[src/rtl/vga_timing_decoder_if.sv]
// Sync stream into the timing decoder and the recovered timing/status coming back out.
interface vga_timing_decoder_if;
  // pixel_valid and pixel_strobe are per-cycle qualifiers with no backpressure: a sample is
  // consumed on every enabled clock, and downstream logic must qualify pulses with clock_enable.
  logic       horizontal_sync;
  logic       vertical_sync;
  logic       pixel_valid;
  logic       locked;
  logic       pixel_strobe;
  logic [9:0] vga_col;
  logic [9:0] vga_row;
  logic       line_start;
  logic       frame_start;
  logic       timing_error;
  logic [7:0] error_count;
  logic [1:0] fsm_state;

  modport master (
    output horizontal_sync, vertical_sync, pixel_valid,
    input  locked, pixel_strobe, vga_col, vga_row, line_start, frame_start,
    input  timing_error, error_count, fsm_state
  );

  modport slave (
    input  horizontal_sync, vertical_sync, pixel_valid,
    output locked, pixel_strobe, vga_col, vga_row, line_start, frame_start,
    output timing_error, error_count, fsm_state
  );
endinterface

[src/rtl/vga_timing_decoder.sv]
// Rebuilds column/row counters from an incoming VGA sync stream, verifies the timing
// and reports lock, active-pixel coordinates, line/frame strobes and violations.
module vga_timing_decoder #(
  parameter int H_TOTAL     = 800,
  parameter int H_SYNC      = 96,
  parameter int H_ACT_START = 144,
  parameter int H_ACTIVE    = 640,
  parameter int V_TOTAL     = 525,
  parameter int V_SYNC      = 2,
  parameter int V_ACT_START = 35,
  parameter int V_ACTIVE    = 480,
  parameter int LOCK_FRAMES = 2
) (
  input  logic                 clock,
  input  logic                 reset,
  input  logic                 clock_enable,
  vga_timing_decoder_if.slave  vid
);

  localparam logic [9:0] H_LAST   = 10'(H_TOTAL - 1);
  localparam logic [9:0] H_SYNC_W = 10'(H_SYNC);
  localparam logic [9:0] H_AS     = 10'(H_ACT_START);
  localparam logic [9:0] H_AE     = 10'(H_ACT_START + H_ACTIVE);
  localparam logic [9:0] V_LAST   = 10'(V_TOTAL - 1);
  localparam logic [9:0] V_SYNC_W = 10'(V_SYNC);
  localparam logic [9:0] V_AS     = 10'(V_ACT_START);
  localparam logic [9:0] V_AE     = 10'(V_ACT_START + V_ACTIVE);
  localparam logic [7:0] GOOD_TGT = 8'(LOCK_FRAMES);

  typedef enum logic [1:0] {
    UNLOCKED = 2'd0,
    ACQUIRE  = 2'd1,
    LOCKED   = 2'd2
  } state_t;

  state_t     state;
  logic [7:0] good_frames;
  logic       hs_r, vs_r, pv_r, hs_p, vs_p;
  logic [9:0] h_count, v_count;
  logic       locked_q, pixel_strobe_q, line_start_q, frame_start_q, timing_error_q;
  logic [9:0] vga_col_q, vga_row_q;
  logic [7:0] error_count_q;

  logic       hs_rise, hs_fall, vs_rise, vs_fall, h_wrap;
  logic [9:0] h_nx, v_nx;
  logic       exp_act, err_any, err_hit, lock_nx, strobe_nx;

  // h_nx/v_nx are the coordinates of the sample currently sitting in the input registers.
  always_comb begin
    hs_rise = hs_r & ~hs_p;
    hs_fall = ~hs_r & hs_p;
    vs_rise = vs_r & ~vs_p;
    vs_fall = ~vs_r & vs_p;
    h_wrap  = (h_count == H_LAST);
    h_nx    = (hs_rise || h_wrap) ? 10'd0 : h_count + 10'd1;
    v_nx    = v_count;
    if (hs_rise) v_nx = vs_rise ? 10'd0 : v_count + 10'd1;
    exp_act = (h_nx >= H_AS) && (h_nx < H_AE) && (v_nx >= V_AS) && (v_nx < V_AE);
    err_any = (hs_rise ? (h_count != H_LAST) : h_wrap)
            | (hs_fall && (h_count + 10'd1 != H_SYNC_W))
            | (vs_rise && !hs_rise)
            | (vs_rise && (v_count != V_LAST))
            | (vs_fall && !(hs_rise && (v_nx == V_SYNC_W)))
            | (pv_r != exp_act);
    err_hit = err_any && (state != UNLOCKED);
    lock_nx = 1'b0;
    if (state == LOCKED)
      lock_nx = !err_any;
    else if (state == ACQUIRE)
      lock_nx = !err_any && vs_rise && (good_frames + 8'd1 == GOOD_TGT);
    strobe_nx = pv_r && lock_nx;
  end

  always_ff @(posedge clock) begin
    if (reset) begin
      state          <= UNLOCKED;
      good_frames    <= '0;
      hs_r           <= 1'b0;
      vs_r           <= 1'b0;
      pv_r           <= 1'b0;
      hs_p           <= 1'b0;
      vs_p           <= 1'b0;
      h_count        <= '0;
      v_count        <= '0;
      locked_q       <= 1'b0;
      pixel_strobe_q <= 1'b0;
      vga_col_q      <= '0;
      vga_row_q      <= '0;
      line_start_q   <= 1'b0;
      frame_start_q  <= 1'b0;
      timing_error_q <= 1'b0;
      error_count_q  <= '0;
    end else if (clock_enable) begin
      hs_r           <= vid.horizontal_sync;
      vs_r           <= vid.vertical_sync;
      pv_r           <= vid.pixel_valid;
      hs_p           <= hs_r;
      vs_p           <= vs_r;
      h_count        <= h_nx;
      v_count        <= v_nx;
      line_start_q   <= hs_rise;
      frame_start_q  <= vs_rise;
      timing_error_q <= err_hit;
      locked_q       <= lock_nx;
      pixel_strobe_q <= strobe_nx;
      vga_col_q      <= strobe_nx ? h_nx - H_AS : 10'd0;
      vga_row_q      <= strobe_nx ? v_nx - V_AS : 10'd0;
      if (err_hit && (error_count_q != 8'hFF))
        error_count_q <= error_count_q + 8'd1;
      // Violations merge into one pulse per cycle; any error in ACQUIRE/LOCKED forces reacquisition.
      case (state)
        UNLOCKED: begin
          if (vs_rise) begin
            state       <= ACQUIRE;
            good_frames <= '0;
          end
        end
        ACQUIRE: begin
          if (err_any) begin
            state <= UNLOCKED;
          end else if (vs_rise) begin
            good_frames <= good_frames + 8'd1;
            if (lock_nx) state <= LOCKED;
          end
        end
        LOCKED: begin
          if (err_any) state <= UNLOCKED;
        end
        default: state <= UNLOCKED;
      endcase
    end
  end

  assign vid.locked       = locked_q;
  assign vid.pixel_strobe = pixel_strobe_q;
  assign vid.vga_col      = vga_col_q;
  assign vid.vga_row      = vga_row_q;
  assign vid.line_start   = line_start_q;
  assign vid.frame_start  = frame_start_q;
  assign vid.timing_error = timing_error_q;
  assign vid.error_count  = error_count_q;
  assign vid.fsm_state    = state;

endmodule

[src/flat_wrapper.sv]
// flat-port wrapper written by rule: the top's interface ports become plain ports
module vga_timing_decoder_flat 
#(
  parameter int H_TOTAL     = 800,
  parameter int H_SYNC      = 96,
  parameter int H_ACT_START = 144,
  parameter int H_ACTIVE    = 640,
  parameter int V_TOTAL     = 525,
  parameter int V_SYNC      = 2,
  parameter int V_ACT_START = 35,
  parameter int V_ACTIVE    = 480,
  parameter int LOCK_FRAMES = 2
)
  (clock, reset, clock_enable, vid_horizontal_sync, vid_vertical_sync, vid_pixel_valid, vid_locked, vid_pixel_strobe, vid_vga_col, vid_vga_row, vid_line_start, vid_frame_start, vid_timing_error, vid_error_count, vid_fsm_state);
  vga_timing_decoder_if vid_i ();
  input  logic clock;
  input  logic reset;
  input  logic clock_enable;
  input wire logic [$bits(vid_i.horizontal_sync)-1:0] vid_horizontal_sync;
  input wire logic [$bits(vid_i.vertical_sync)-1:0] vid_vertical_sync;
  input wire logic [$bits(vid_i.pixel_valid)-1:0] vid_pixel_valid;
  output wire logic [$bits(vid_i.locked)-1:0] vid_locked;
  output wire logic [$bits(vid_i.pixel_strobe)-1:0] vid_pixel_strobe;
  output wire logic [$bits(vid_i.vga_col)-1:0] vid_vga_col;
  output wire logic [$bits(vid_i.vga_row)-1:0] vid_vga_row;
  output wire logic [$bits(vid_i.line_start)-1:0] vid_line_start;
  output wire logic [$bits(vid_i.frame_start)-1:0] vid_frame_start;
  output wire logic [$bits(vid_i.timing_error)-1:0] vid_timing_error;
  output wire logic [$bits(vid_i.error_count)-1:0] vid_error_count;
  output wire logic [$bits(vid_i.fsm_state)-1:0] vid_fsm_state;
  assign vid_i.horizontal_sync = vid_horizontal_sync;
  assign vid_i.vertical_sync = vid_vertical_sync;
  assign vid_i.pixel_valid = vid_pixel_valid;
  assign vid_locked = vid_i.locked;
  assign vid_pixel_strobe = vid_i.pixel_strobe;
  assign vid_vga_col = vid_i.vga_col;
  assign vid_vga_row = vid_i.vga_row;
  assign vid_line_start = vid_i.line_start;
  assign vid_frame_start = vid_i.frame_start;
  assign vid_timing_error = vid_i.timing_error;
  assign vid_error_count = vid_i.error_count;
  assign vid_fsm_state = vid_i.fsm_state;
  vga_timing_decoder #(.H_TOTAL(H_TOTAL), .H_SYNC(H_SYNC), .H_ACT_START(H_ACT_START), .H_ACTIVE(H_ACTIVE), .V_TOTAL(V_TOTAL), .V_SYNC(V_SYNC), .V_ACT_START(V_ACT_START), .V_ACTIVE(V_ACTIVE), .LOCK_FRAMES(LOCK_FRAMES)) u_core (.clock(clock), .reset(reset), .clock_enable(clock_enable), .vid(vid_i));
endmodule
[config.mk]
export PLATFORM = sky130hd
export DESIGN_NAME = vga_timing_decoder_flat
export DESIGN_NICKNAME = d
export VERILOG_FILES = /design/src/rtl/vga_timing_decoder_if.sv /design/src/rtl/vga_timing_decoder.sv /design/src/flat_wrapper.sv
export SDC_FILE = /design/constraint.sdc
export NUM_CORES = 1
export LEC_CHECK = 0
export CORE_MARGIN = 1
export CORE_UTILIZATION = 45
export DETAILED_ROUTE_END_ITERATION = 12
export HOLD_SLACK_MARGIN = 0.03
export PLACE_DENSITY = 0.66
export SETUP_SLACK_MARGIN = 0.4
export SLEW_MARGIN = 20
export SYNTH_ARGS = -nofsm -noshare
export SYNTH_HDL_FRONTEND = slang
export SYNTH_SLANG_ARGS = --single-unit
[constraint.sdc]
create_clock -name clock -period 10.3 [get_ports clock]
set_input_delay 2.06 -clock clock [delete_from_list [all_inputs] [get_ports clock]]
set_output_delay 2.06 -clock clock [all_outputs]
set_load 0.01 [all_outputs]
======== Word level (Yosys, flattened, before mapping) ========
Index checks and enable logic that the tools add are counted.
storage, ports and cells
  bits in registers ....................... 68
  input bits .............................. 6
  output and inout port bits .............. 35
  word-level logic and storage cells ...... 97
cells by class
  $add $sub $neg .......................... 6
  order comparisons ....................... 4
  equality and inequality tests ........... 16
  multiplexer cells ....................... 18
  bitwise gates (word level) .............. 13
  reduce and logical (&&, ||, !) cells .... 23
operators by type and width
  cell                                                  number
  two-way mux 10 bit                                    5
  two-way mux 8 bit                                     3
  adder 10 x 1 -> 10 bit, second input constant         2
  less-than comparator 10 bit, second input constant    2
  != test 10 bit, second input constant                 2
  adder 8 x 1 -> 8 bit, second input constant           2
  case mux 8 bit (2 select lines)                       1
  logical AND 1 bit                                     13
  equality test 10 bit, second input constant           1
  equality test 10 x 2 -> 1 bit, second input constant  1
  >= comparator 10 x 6 -> 1 bit, second input constant  1
  >= comparator 10 x 8 -> 1 bit, second input constant  1
  two-way mux 2 bit                                     5
  != test 10 x 7 -> 1 bit, second input constant        1
  AND reduction 5 bit                                   2
  subtractor 10 x 6 -> 10 bit, second input constant    1
  subtractor 10 x 8 -> 10 bit, second input constant    1
  equality test 8 x 2 -> 1 bit, second input constant   1
  != test 8 bit, second input constant                  1
  != test 2 x 1 -> 1 bit, second input constant         3
  != test 3 x 1 -> 1 bit, second input constant         2
  case mux 2 bit (3 select lines)                       1
  OR 1 bit                                              5
  bitwise AND 1 bit                                     4
  other kinds (11)                                      19

======== Depth between registers and ports, before layout ========
  word-level depth ........................ 19
  depth in mapped cells ................... 16
  mapped depth without buffers ............ 15

======== Worst setup path before layout ========
Ideal clock, no wire load.
  path type ............................... register to register
  from .................................... register u_core.h_count[0]
  to ...................................... register u_core.good_frames[5]
  library setup time ...................... 127 ps
  arrival ................................. 3,367 ps
  required time ........................... 10,173 ps
  path slack .............................. 6,806 ps
  stages on the path, launching flop included .. 16
  path buffers ............................ 1
  clock period less this slack ............ 3,494 ps
  cells stage by stage .................... dfxtp_1 > ha_1 > nand4_1 > nor4_1 > nand2_1 > ha_1 > inv_1 > or4_1 > o211ai_1 > o21bai_1 > a211oi_1 > a211oi_2 > mux2i_1 > buf_6 > a211oi_1 > or3_1
on the way
  word-level cells in the longest chain between the ends .. 11
  elaborated cells between the ends (all ways) .. 21
  those cells by class .................... 1 x add/sub; 2 x order compare; 5 x eq/ne; 2 x mux; 5 x bitwise; 6 x reduce/logical
ends and longest elaborated chain
  what                                                            RTL line                   RTL
  start: declaration                                              vga_timing_decoder.sv:39   logic [9:0] h_count, v_count;
  start signal: assignment                                        vga_timing_decoder.sv:99   h_count <= h_nx;
  branches (longest 8 deep; another with adder 10 x 1 -> 10 bit)  -
  OR 1 bit (*)                                                    vga_timing_decoder.sv:64   | (pv_r != exp_act);
  != test 2 bit (no line) (*)                                     -
  AND reduction 5 bit (no line) (*)                               -
  end signal: assignment                                          vga_timing_decoder.sv:122  good_frames <= good_frames + 8'd1;
  end: declaration                                                vga_timing_decoder.sv:37   logic [7:0] good_frames;
Mark *: on every way between the ends.
A chain may end at the register's enable or synchronous reset.

======== Worst setup path after layout ========
  from .................................... register u_core.h_count[0]
  to ...................................... register u_core.vga_col_q[3] (netlist: u_core.vid.vga_col[3])
on the way
  word-level cells in the longest chain between the ends .. 16
  elaborated cells between the ends (all ways) .. 27
  those cells by class .................... 2 x add/sub; 2 x order compare; 4 x eq/ne; 5 x mux; 5 x bitwise; 9 x reduce/logical
ends and longest elaborated chain
  what                                                             RTL line                   RTL
  branches (longest 15 deep; another with adder 10 x 1 -> 10 bit)  -
  two-way mux 10 bit (*)                                           vga_timing_decoder.sv:106  vga_col_q <= strobe_nx ? h_nx - H_AS : 10'd0;
  end signal: assignment                                           vga_timing_decoder.sv:106
  end: declaration                                                 vga_timing_decoder.sv:41   logic [9:0] vga_col_q, vga_row_q;
Marks and branches as above.

==> results_dict.tcl <==
set metrics [dict create \
    htreeDepth 3 \
    post_cts_resized 0 \
    p_sw_share_pct 25.1 \
    cap_violations 0 \
    core_area_mm2 0.00838 \
    place_hpwl_um 6370 \
    drt_pass1_iterations 4 \
    clk_pin_slew_ps 70 \
    vias 3523 \
    clk_latency_ps 350 \
    p_int_mw 0.405 \
    timing_worst_slew_pin_value_ps 783 \
    rsz0062_at_grt "no" \
    ys_seq_area_share_pct 34.3 \
    die_area_mm2 0.00920 \
    async_reset_ff_share_pct 0 \
    yosys_warnings 0 \
    wl_per_cell_um 14.2 \
    synth_enable_flop_cells 0 \
    cts_buffer_depth 2 \
    finalCriticalPeriod_ps 4640 \
    netlist_instances 500 \
    post-route-period-util_pct 45.0 \
    grt_usage_pct 21.6 \
    cts_setup_buffers 0 \
    placed_area_mm2 0.00439 \
    cts_buffers 9 \
    synth_cell_types 68 \
    hold_buffers 0 \
    hp-start "u_core.vid.vga_col[9]" \
    cts.sinks 68 \
    drt_drc_violations_left 0 \
    synth_area_mm2 0.00397 \
    grt_pass1_wl_um 15400 \
    start_util_pct 47.4 \
    reg2reg_slack_ps 5660 \
    arrival_ps 4890 \
    relSlewSlack_pct 46.7 \
    cp-start-kind "register" \
    drt-total-wl_um 9030 \
    tritoncts "done" \
    hold_path_depth 2 \
    tns_ps 0 \
    diodes 0 \
    maxSlewViolCount 0 \
    antenna_found_initial 0 \
    timing.rr.end "u_core.vid.vga_col[3]" \
    crit_path_end_kind "register" \
    ys_seq_elements 68 \
    final_area_mm2 0.00458 \
    ioPinCount 41 \
    port_buffers 40 \
    area_growth_pct 15.3 \
    fin_cells 634 \
    reg2reg_from "u_core.h_count[0]" \
    finalSetupViolCount 0 \
    top_layer_used "met4" \
    drt_iter0_drc 249 \
    utilization_pct 54.6 \
    holdPathEnd "u_core.vid.vga_col[9]" \
    dp_cells 619 \
    die_height_um 95.9 \
    finalHoldViolCount 0 \
    place_ws_ps 5680 \
    outcome "finished, final reports clean" \
    routed-wl-met2_um 4120 \
    seqCellArea_mm2 0.00136 \
    cp_data_required_time_ps 10550 \
    min_path_type "register to register" \
    vdd_ir_drop_max_mv 0.0663 \
    critPathKind "register to register" \
    fin_skew_ps 6.94 \
    final_nets 543 \
    avgViaCountPerCell 5.56 \
    fillers 827 \
    power_leakage_nw 1.74 \
    grt_overflow_total 0 \
    r2r_cells 14 \
    worst_slack_ps 5660 \
    path_max_fanout 20 \
    power_switching_mw 0.136 \
    cts_root_buf "clkbuf_8" \
    die_w_um 95.9 \
    synth_ff_type "dfxtp_1" \
    seqPwrFrac_pct 51.1 \
    multi_input_area_mm2 0.00242 \
    wl_met3_um 427 \
    avgSynthCellArea_um2 7.94 \
    wl_met1_um 4380 \
    power_density_mw_per_mm2 118 \
    max_clock_freq_mhz 216 \
    drive_gt1_share_pct 5.10 \
    final_antenna_net_count 0 \
    rows 33 \
    syn-num-nets 518 \
    clock_power_share_pct 39.8 \
    grt_pass1_vias 3201 \
    grt_max_degree 46 \
    combPwrFrac_pct 9.1 \
    gp_congestion 0.887 \
]
==> synth_stat cells (2+ instances only) <==
library cell,count,area share [%]
a211oi_1,5,0.95
a21oi_1,24,3.0
a31oi_1,3,0.47
a41oi_1,2,0.44
and2_1,4,0.63
and3_1,7,1.1
buf_1,4,0.38
buf_2,2,0.25
buf_6,2,0.57
clkbuf_1,19,1.8
clkbuf_2,2,0.25
dfxtp_1,68,34
ha_1,12,3.8
inv_1,15,1.4
mux2_1,4,1.1
mux2_2,2,0.57
mux2i_1,20,5.0
nand2_1,58,5.5
nand2b_1,13,2.0
nand3_1,21,2.6
nand3b_1,5,0.95
nand4_1,6,0.95
nor2_1,53,5.0
nor2b_1,9,1.4
nor3_1,8,1.0
nor3b_1,4,0.76
nor4_1,5,0.79
nor4b_1,2,0.44
o211a_1,2,0.50
o211ai_1,4,0.76
o21ai_0,37,4.7
o311a_1,2,0.50
o31ai_1,5,0.95
or2_2,2,0.32
or3_1,7,1.1
or4_1,4,0.76
xnor2_1,15,3.3
xor2_1,13,2.9
==> stage by stage <==
| stage | power, mW | hold WS, ps |
|---|---|---|
| after detailed placement | 0.331 | 443 |
| final | 0.540 | 452 |
| after global placement | 0.331 | 435 |
| after floorplan | 0.316 | 440 |
| after global routing | 0.565 | 490 |
| after CTS | 0.547 | 460 |
==> layout make-up <==
| class | instances | share of cell area [%] |
|---|---|---|
| multi-input combinational | 387 | 52.9 |
| inverter | 16 | 1.31 |
| clock inverter | 2 | 0.765 |
| timing repair buffer | 43 | 9.13 |
| tap | 105 | 2.87 |
| sequential | 68 | 29.7 |
| clock buffer | 13 | 3.25 |
==> power groups by stage <==
stage                     clock network (mW)  logic (mW)  registers, mW
final                                  0.215      0.0491          0.276
after global routing                   0.232      0.0553          0.278
after CTS                              0.221      0.0495          0.276
after detailed placement                   0      0.0491          0.282
after global placement                     0      0.0486          0.282
after floorplan                            0      0.0374          0.279
==> cells in the final DEF (no fill, tap or decap), types with 15 or more instances in the layout <==
| cell type | Yosys | final |
|---|---|---|
| a21oi_1 | 24 | 24 |
| o21ai_0 | 37 | 37 |
| nand2_1 | 58 | 58 |
| mux2i_1 | 20 | 19 |
| xnor2_1 | 15 | 15 |
| inv_1 | 15 | 15 |
| clkdlybuf4s50_1 | 0 | 39 |
| nand3_1 | 21 | 21 |
| nor2_1 | 53 | 53 |
| dfxtp_1 | 68 | 68 |
==> routing by layer <==
metal / vias up / global-route usage, %
li1: 1809 / -
met1: 1624 / 28.6
met2: 84 / 35.4
met3: 6 / 4.27
met4: 0 / 6.84
met5: - / 0
==> critical path: stages (launching register included) <==
cell	delay (ps)
dfxtp_1	380
ha_1	300
nand4_1	240
nor4_1	80
nand2_1	100
ha_1	280
inv_1	150
or4_1	520
o211ai_1	170
o21bai_1	160
a211oi_1	100
a211oi_2	280
mux2i_2	720
nand3_1	670
o31ai_1	380
==> worst max path at each step <==
| stage | to | slack [ps] | cells after the start | start |
|---|---|---|---|---|
| after CTS | u_core.vid.vga_col[3] | 5660 | 14 | u_core.h_count[0] |
| final | u_core.vid.vga_col[3] | 5660 | 14 | u_core.h_count[0] |
| after global placement | u_core.vid.vga_col[0] | 5350 | 14 | u_core.h_count[0] |
| after global routing | u_core.vid.vga_col[3] | 4970 | 14 | u_core.h_count[0] |
| after floorplan | u_core.good_frames[5] | 6810 | 15 | u_core.h_count[0] |
| after detailed placement | u_core.vid.vga_col[0] | 5680 | 14 | u_core.h_count[0] |
==> cells by family (layout without fill, tap and decap cells) <==
logic type | after synthesis | count (layout) | share of synthesized area [%]
simple gates | 218 | 218 | 27.7
compound gates | 103 | 103 | 16.5
flops | 68 | 68 | 34.3
buf+inv | 45 | 74 | 4.76
xor+xnor | 28 | 28 | 6.18
mux | 26 | 26 | 6.75
fa+ha+maj | 12 | 12 | 3.78
==> state kept, by name (all words and copies together), names as in the netlist <==
register	flops
u_core.vs_r	1
u_core.vid.timing_error	1
u_core.vid.frame_start	1
u_core.vid.pixel_strobe	1
u_core.pv_r	1
u_core.hs_p	1
u_core.hs_r	1
u_core.vid.vga_row	10
u_core.vs_p	1
u_core.vid.line_start	1
u_core.good_frames	8
u_core.vid.locked	1
u_core.vid.error_count	8
u_core.v_count	10
u_core.vid.fsm_state	2
u_core.h_count	10
u_core.vid.vga_col	10
No activity file was read; power rests on OpenSTA's default activity.
